==> config.mk <==
export PLATFORM = sky130hd
export DESIGN_NAME = if_id_hazard_ctrl_flat
export DESIGN_NICKNAME = d
export VERILOG_FILES = /design/src/rtl/if_id_hazard_ctrl_if.sv /design/src/rtl/if_id_hazard_ctrl.sv /design/src/flat_wrapper.sv
export SDC_FILE = /design/constraint.sdc
export NUM_CORES = 1
export LEC_CHECK = 0
export CAP_MARGIN = 20
export CORE_AREA = 2 2 43 45
export DETAILED_ROUTE_END_ITERATION = 8
export DIE_AREA = 0 0 45 47
export HOLD_SLACK_MARGIN = 0.1
export PLACE_DENSITY_LB_ADDON = 0.08
export SLEW_MARGIN = 30
export SYNTH_ARGS = -nofsm -noshare
export SYNTH_HDL_FRONTEND = slang
export SYNTH_SLANG_ARGS = --single-unit
==> constraint.sdc <==
create_clock -name clk -period 1.7 [get_ports clk]
set_clock_uncertainty 0.2 [all_clocks]
set_input_delay 0.34 -clock clk [delete_from_list [all_inputs] [get_ports clk]]
set_output_delay 0.34 -clock clk [all_outputs]
set_load 0.03 [all_outputs]
==> src/rtl/if_id_hazard_ctrl_if.sv <==
// ----------------------------------------------------------------------------
// if_id_hazard_ctrl_if
//   Bundles the hazard inputs and the IF/ID / ID/EX sequencing controls that
//   pass between the pipeline datapath and the IF/ID hazard controller.
//
//   master : pipeline side (drives hazard inputs, consumes enables)
//   slave  : controller side (consumes hazard inputs, drives enables)
//
//   Signals
//     id_instr     instruction in IF/ID; rs=[10:8], rt=[7:5]
//     id_uses_rs   ID instruction reads rs
//     id_uses_rt   ID instruction reads rt
//     ex_mem_read  instruction in ID/EX is a load
//     ex_rd        destination register of the ID/EX instruction
//     br_taken     EX resolved a taken branch/jump this cycle
//     imem_stall   instruction memory not ready
//     dmem_stall   data memory busy, whole pipe freezes
//     halt_in      HALT decoded in ID
//     pc_en        PC write enable
//     if_id_en     IF/ID write enable
//     if_id_nop    IF/ID d-input selects nop_instr
//     nop_instr    NOP encoding
//     id_ex_bubble ID/EX loads a bubble
//     halted       core halted (registered)
//     stall_cnt    load-use / imem stall cycles   (HAZARD_PERF_CNT_EN only)
//     flush_cnt    redirect NOP-fill cycles       (HAZARD_PERF_CNT_EN only)
// ----------------------------------------------------------------------------
interface if_id_hazard_ctrl_if;
   logic [15:0] id_instr;
   logic        id_uses_rs;
   logic        id_uses_rt;
   logic        ex_mem_read;
   logic [2:0]  ex_rd;
   logic        br_taken;
   logic        imem_stall;
   logic        dmem_stall;
   logic        halt_in;

   logic        pc_en;
   logic        if_id_en;
   logic        if_id_nop;
   logic [15:0] nop_instr;
   logic        id_ex_bubble;
   logic        halted;
`ifdef HAZARD_PERF_CNT_EN
   logic [15:0] stall_cnt;
   logic [15:0] flush_cnt;
`endif

   modport master (
      output id_instr, id_uses_rs, id_uses_rt, ex_mem_read, ex_rd,
             br_taken, imem_stall, dmem_stall, halt_in,
      input  pc_en, if_id_en, if_id_nop, nop_instr, id_ex_bubble, halted
`ifdef HAZARD_PERF_CNT_EN
      , input stall_cnt, flush_cnt
`endif
   );

   modport slave (
      input  id_instr, id_uses_rs, id_uses_rt, ex_mem_read, ex_rd,
             br_taken, imem_stall, dmem_stall, halt_in,
      output pc_en, if_id_en, if_id_nop, nop_instr, id_ex_bubble, halted
`ifdef HAZARD_PERF_CNT_EN
      , output stall_cnt, flush_cnt
`endif
   );
endinterface

==> src/rtl/if_id_hazard_ctrl.sv <==
// ----------------------------------------------------------------------------
// if_id_hazard_ctrl
//   Sequencing controller for the IF/ID register of the 16-bit pipelined core.
//   Each cycle decides whether PC and IF/ID advance, hold or take a NOP, and
//   whether ID/EX takes a bubble. Resolves load-use hazards, EX redirects,
//   instruction/data memory stalls and HALT, and keeps IF/ID NOP-filled for
//   FLUSH_EXTRA cycles after a redirect to cover fetch latency.
//
//   Ports
//     clk  system clock
//     rst  synchronous active-high reset
//     hz   controller side of if_id_hazard_ctrl_if (see interface header)
//
//   Parameters
//     NOP_INSTR    encoding loaded into IF/ID on flush
//     FLUSH_EXTRA  extra NOP-fill cycles after a redirect (0..7)
//
//   Optional feature macro: HAZARD_PERF_CNT_EN
//     Adds saturating stall_cnt / flush_cnt performance counters.
// ----------------------------------------------------------------------------
module if_id_hazard_ctrl #(
   parameter logic [15:0] NOP_INSTR   = 16'h0800,
   parameter int unsigned FLUSH_EXTRA = 0
) (
   input logic                  clk,
   input logic                  rst,
   if_id_hazard_ctrl_if.slave   hz
);

   typedef enum logic [1:0] {StRun, StFlush, StHalted} state_e;

   localparam logic [2:0] FlushInit = 3'(FLUSH_EXTRA);

   state_e     st_q, st_d;
   logic [2:0] fcnt_q, fcnt_d;
   logic       halted_q, halted_d;

   logic       load_use;
   logic       stall_win;   // load-use or imem stall won arbitration
   logic       flush_win;   // NOP-fill caused by redirect or flush window

   // Only the rs/rt fields of the ID instruction matter here.
   logic       unused_instr;
   assign unused_instr = ^{hz.id_instr[15:11], hz.id_instr[4:0]};

   assign load_use = hz.ex_mem_read &
                     ((hz.id_uses_rs & (hz.ex_rd == hz.id_instr[10:8])) |
                      (hz.id_uses_rt & (hz.ex_rd == hz.id_instr[7:5])));

   assign hz.nop_instr = NOP_INSTR;
   assign hz.halted    = halted_q;

   always_comb begin
      st_d            = st_q;
      fcnt_d          = fcnt_q;
      halted_d        = halted_q;
      hz.pc_en        = 1'b1;
      hz.if_id_en     = 1'b1;
      hz.if_id_nop    = 1'b0;
      hz.id_ex_bubble = 1'b0;
      stall_win       = 1'b0;
      flush_win       = 1'b0;

      if (rst) begin
         // Fill both pipeline registers with NOPs while held in reset.
         hz.pc_en        = 1'b0;
         hz.if_id_nop    = 1'b1;
         hz.id_ex_bubble = 1'b1;
         st_d            = StRun;
         fcnt_d          = 3'd0;
         halted_d        = 1'b0;
      end else if (st_q == StHalted) begin
         hz.pc_en        = 1'b0;
         hz.if_id_en     = 1'b0;
         hz.id_ex_bubble = 1'b1;
         halted_d        = 1'b1;
      end else if (hz.dmem_stall) begin
         // Full freeze; a concurrent redirect is re-presented by EX afterwards.
         hz.pc_en    = 1'b0;
         hz.if_id_en = 1'b0;
      end else if (hz.br_taken) begin
         hz.if_id_nop    = 1'b1;
         hz.id_ex_bubble = 1'b1;
         flush_win       = 1'b1;
         if (FLUSH_EXTRA != 0) begin
            st_d   = StFlush;
            fcnt_d = FlushInit;
         end else begin
            st_d   = StRun;
            fcnt_d = 3'd0;
         end
      end else if (st_q == StFlush) begin
         // ID holds a NOP here, so load-use and HALT cannot originate from it.
         hz.pc_en     = ~hz.imem_stall;
         hz.if_id_nop = 1'b1;
         flush_win    = 1'b1;
         if (!hz.imem_stall) begin
            fcnt_d = fcnt_q - 3'd1;
            if (fcnt_q <= 3'd1) begin
               st_d   = StRun;
               fcnt_d = 3'd0;
            end
         end
      end else if (load_use) begin
         hz.pc_en        = 1'b0;
         hz.if_id_en     = 1'b0;
         hz.id_ex_bubble = 1'b1;
         stall_win       = 1'b1;
      end else if (hz.imem_stall) begin
         hz.pc_en     = 1'b0;
         hz.if_id_nop = 1'b1;
         stall_win    = 1'b1;
      end else if (hz.halt_in) begin
         hz.pc_en        = 1'b0;
         hz.if_id_en     = 1'b0;
         hz.id_ex_bubble = 1'b1;
         st_d            = StHalted;
         halted_d        = 1'b1;
      end
   end

   always_ff @(posedge clk) begin
      if (rst) begin
         st_q     <= StRun;
         fcnt_q   <= 3'd0;
         halted_q <= 1'b0;
      end else begin
         st_q     <= st_d;
         fcnt_q   <= fcnt_d;
         halted_q <= halted_d;
      end
   end

`ifdef HAZARD_PERF_CNT_EN
   logic [15:0] stall_cnt_q, stall_cnt_d;
   logic [15:0] flush_cnt_q, flush_cnt_d;

   // Halted and dmem_stall cycles never raise a win flag, so counters freeze.
   always_comb begin
      stall_cnt_d = stall_cnt_q;
      flush_cnt_d = flush_cnt_q;
      if (stall_win && (stall_cnt_q != 16'hFFFF)) stall_cnt_d = stall_cnt_q + 16'd1;
      if (flush_win && (flush_cnt_q != 16'hFFFF)) flush_cnt_d = flush_cnt_q + 16'd1;
   end

   always_ff @(posedge clk) begin
      if (rst) begin
         stall_cnt_q <= 16'd0;
         flush_cnt_q <= 16'd0;
      end else begin
         stall_cnt_q <= stall_cnt_d;
         flush_cnt_q <= flush_cnt_d;
      end
   end

   assign hz.stall_cnt = stall_cnt_q;
   assign hz.flush_cnt = flush_cnt_q;
`else
   logic unused_win;
   assign unused_win = stall_win ^ flush_win;
`endif

endmodule

==> src/flat_wrapper.sv <==
// flat-port wrapper written by rule: the top's interface ports become plain ports
module if_id_hazard_ctrl_flat 
#(
   parameter logic [15:0] NOP_INSTR   = 16'h0800,
   parameter int unsigned FLUSH_EXTRA = 0
)
  (clk, rst, hz_id_instr, hz_id_uses_rs, hz_id_uses_rt, hz_ex_mem_read, hz_ex_rd, hz_br_taken, hz_imem_stall, hz_dmem_stall, hz_halt_in, hz_pc_en, hz_if_id_en, hz_if_id_nop, hz_nop_instr, hz_id_ex_bubble, hz_halted);
  if_id_hazard_ctrl_if hz_i ();
  input logic clk;
  input logic rst;
  input wire logic [$bits(hz_i.id_instr)-1:0] hz_id_instr;
  input wire logic [$bits(hz_i.id_uses_rs)-1:0] hz_id_uses_rs;
  input wire logic [$bits(hz_i.id_uses_rt)-1:0] hz_id_uses_rt;
  input wire logic [$bits(hz_i.ex_mem_read)-1:0] hz_ex_mem_read;
  input wire logic [$bits(hz_i.ex_rd)-1:0] hz_ex_rd;
  input wire logic [$bits(hz_i.br_taken)-1:0] hz_br_taken;
  input wire logic [$bits(hz_i.imem_stall)-1:0] hz_imem_stall;
  input wire logic [$bits(hz_i.dmem_stall)-1:0] hz_dmem_stall;
  input wire logic [$bits(hz_i.halt_in)-1:0] hz_halt_in;
  output wire logic [$bits(hz_i.pc_en)-1:0] hz_pc_en;
  output wire logic [$bits(hz_i.if_id_en)-1:0] hz_if_id_en;
  output wire logic [$bits(hz_i.if_id_nop)-1:0] hz_if_id_nop;
  output wire logic [$bits(hz_i.nop_instr)-1:0] hz_nop_instr;
  output wire logic [$bits(hz_i.id_ex_bubble)-1:0] hz_id_ex_bubble;
  output wire logic [$bits(hz_i.halted)-1:0] hz_halted;
  assign hz_i.id_instr = hz_id_instr;
  assign hz_i.id_uses_rs = hz_id_uses_rs;
  assign hz_i.id_uses_rt = hz_id_uses_rt;
  assign hz_i.ex_mem_read = hz_ex_mem_read;
  assign hz_i.ex_rd = hz_ex_rd;
  assign hz_i.br_taken = hz_br_taken;
  assign hz_i.imem_stall = hz_imem_stall;
  assign hz_i.dmem_stall = hz_dmem_stall;
  assign hz_i.halt_in = hz_halt_in;
  assign hz_pc_en = hz_i.pc_en;
  assign hz_if_id_en = hz_i.if_id_en;
  assign hz_if_id_nop = hz_i.if_id_nop;
  assign hz_nop_instr = hz_i.nop_instr;
  assign hz_id_ex_bubble = hz_i.id_ex_bubble;
  assign hz_halted = hz_i.halted;
  if_id_hazard_ctrl #(.NOP_INSTR(NOP_INSTR), .FLUSH_EXTRA(FLUSH_EXTRA)) u_core (.clk(clk), .rst(rst), .hz(hz_i));
endmodule
==> results.md <==
- Status: complete, but fails checks
- Failing checks: negative setup slack
- Vias in the first global route: ~380
- Clk slew on worst S/H paths: about 0.030 ns
- Fmax achieved: ~510 MHz
- Routed len/inst: approximately 10 microns
- Vias: between 400 and 500
- RSZ-0062 raised after global routing: true
- Synth Cell Area: ~380 sq um
- Leak pwr: about 0.38 nW
- Clk root buf: clkbuf_4
- Gp weighted congestion: roughly 0.66
- GR Overflow Total: 0
- Placed Instances: 92
- Hold WC Path Type: in2reg
- Max_cap viols: 0
- Vias per cell: a little over 4
- Placed inst area: 606.8 sq um
- Pin count of the biggest net entering global routing: 6
- CP delay by family, top: simple AND/OR/NAND/NOR gates
- Synthesis warning total: 0
- Crit-path slowest cell: or4_4
- # diodes: 0
- Worst-path maximum fanout: 2
- Buf+Inv Stages, Crit Path: 2
- Final count of hold timing violations: 0
- Total negative slack: -0.6915 ns
- Avg Synthesized Cell Area: between 7 and 8 sq um
- Hpwl dp: just under 800 microns
- Final WS setup: -0.2482 ns
- Tcrit/Tclk final: 114.6%
- Clock sinks: 2
- DRT Wirelength: roughly 1.1 mm
- Port buffer count: 22
- Number of synthesized register bits: 2
- H-tree levels: 1
- CTS tree: built
- Share of cells above drive strength 1: around 58%
- Cts bufs inserted: 3
- Most frequent CP cell: buf_6
- Chip Width: between 40 and 50 microns
- Syn-to-layout area delta: 98.01%
- Worst VDD drop: between 200 and 250 uV
- Final nets: 115
- Final setup viols: 4
- Core ar.: 1652 sq um
- Initial Util: 22.88%
- Maximum clock path buffer count: 2
- Worst setup path class: reg2out
- Crit path largest cell delay: 0.47 ns
- Required time of the critical path: approximately 1.2 ns
- Non-filler cells, final: between 100 and 150
- Cells after Synth: 48
- First-pass DRT Iterations: 2
- Clk Latency, worst-skew pair: around 0.23 ns
- Sequential-to-total area share from yosys stat: 10.60%
- Ports: slightly below 50
- Arrival time worst endpoint: between 1 and 1.5 ns
- Die Height: about 47 microns
- Final ANT Viol Nets: 0
- Row cnt: 15
- Final Cell Area: ~750 sq um
- Filler cells: ~180
- Worst setup EP type: output port
- Pwr dens: between 500 and 600 nW/um^2
- Max-slew violation count: 0
- Initial antenna violation count: 0
- Final min period: roughly 1.9 ns
- Setup Slack @ Placement: -0.8787 ns
- Number of remaining DRC errors: 0
- Die Area: 2115 sq um
- Hold WS: between 0.2 and 0.3 ns
- First-pass GRT wire length: 1.497 mm
- Sequence of cells on the critical path: buf_6, or4_4, a2bb2oi_2, buf_6
- DRT iter0 DRCs: 2
- CTS Hold Bufs: 0
- Total track usage: under 10%
- Crit start category: flop
- Distinct cells, synth: 20
[worst register-to-register path, cell delays in order, from the launching register on]
cell and delay, ns:
dfxtp_2 0.32, buf_6 0.11, buf_4 0.14, o21bai_1 0.14
o21ai_2 0.07
[cells in the final DEF, fill, tap and decap left out, types with 2 or more instances in the layout]
cell type / count
conb_1: 16
buf_4: 14
buf_6: 8
dlygate4sd2_1: 4
buf_2: 4
xnor2_2: 3
nand2_1: 3
clkbuf_4: 3
xnor2_1: 2
nand4_1: 2
nor2_1: 2
o21ai_1: 2
clkbuf_2: 2
buf_8: 2
clkdlybuf4s15_1: 2
[synth_stat cells, drive strengths merged]
cell,count,area share (%)
a21boi,1,3.0
nor2b,1,3.6
nor3,1,1.3
o21ai,3,5.0
dfxtp,2,11
nand4,2,3.3
o21bai,1,2.0
o22ai,1,3.3
or4b,1,3.6
nand2,3,3.0
buf,16,32
xnor2,6,14
a2bb2oi,1,4.0
a21oi,1,1.3
nor2,3,3.0
conb,2,2.0
o41ai,1,2.3
inv,1,0.99
or4,1,2.0
[flip-flops by register name, indices dropped and copies added (netlist names)]
signal	count
u_core.hz.halted	1
u_core.st_q	1
[worst paths after layout]
kind | slack, ns | endpoint | startpoint | cells after the start
hold / removal | 0.27 | u_core.st_q[1] | hz_dmem_stall | 3
hold reg to reg | 0.27 | u_core.hz.halted | u_core.hz.halted | 2
setup reg to reg | 0.60 | u_core.hz.halted | u_core.st_q[1] | 4
setup / recovery | -0.25 | hz_id_ex_bubble | u_core.st_q[1] | 4
[through the flow]
| step | util (%) | total power, W |
|---|---|---|
| 6_report | 45.30 | 0.0003751 |
| 5_1_grt | 45.30 | 0.0003965 |
| 4_1_cts | 42.20 | 0.0003630 |
| 3_5_place_dp | 36.74 | 0.0002406 |
| 3_3_place_gp | 36.74 | 0.0002417 |
| 2_1_floorplan | - | 0.0001863 |
[final cells by class]
cell class / instances / area [sq um] / area share [%]
clock buffers: 3 / 22.52 / 3.010
inverters: 1 / 3.754 / 0.5017
repair buffers: 36 / 310.3 / 41.47
flip-flops and latches: 2 / 41.29 / 5.518
multi-input cells: 43 / 349.1 / 46.66
well taps: 17 / 21.27 / 2.843
[cell families after synthesis]
| kind of cell | Yosys count | share of synthesized area, % |
|---|---|---|
| flops | 2 | 10.60 |
| buf+inv | 17 | 32.78 |
| xor+xnor | 6 | 13.91 |
| compound gates | 9 | 20.86 |
| other cells | 2 | 1.987 |
| simple gates | 12 | 19.86 |
[power by group]
group | internal, W | leakage (nW) | switching, W | total [W]
Clock | 0.0000779 | 0.0138 | 0.0000275 | 0.000105
Combinational | 0.0000988 | 0.347 | 0.000119 | 0.000218
Sequential | 0.0000503 | 0.0168 | 0.00000157 | 0.0000518
Total | 0.000227 | 0.377 | 0.000148 | 0.000375
[repair_timing]
item | CTS | global route
gates cloned | 0 | 0
setup endpoints to repair | 6 | 4
pin swaps | 13 | 7
resized for setup | 76 | 11
buffers inserted | 6 | 1
[metal layers]
| metal | vias to the layer above | global-route usage, % | routed length [microns] |
|---|---|---|---|
| met1 | 188 | 10.27 | 346 |
| li1 | 207 | - | - |
| met4 | 0 | 3.529 | 0 |
| met2 | 29 | 19.43 | 619 |
| met3 | 0 | 1.923 | 100 |
| met5 | - | 0 | 0 |
No activity file was read; power rests on OpenSTA's default activity.
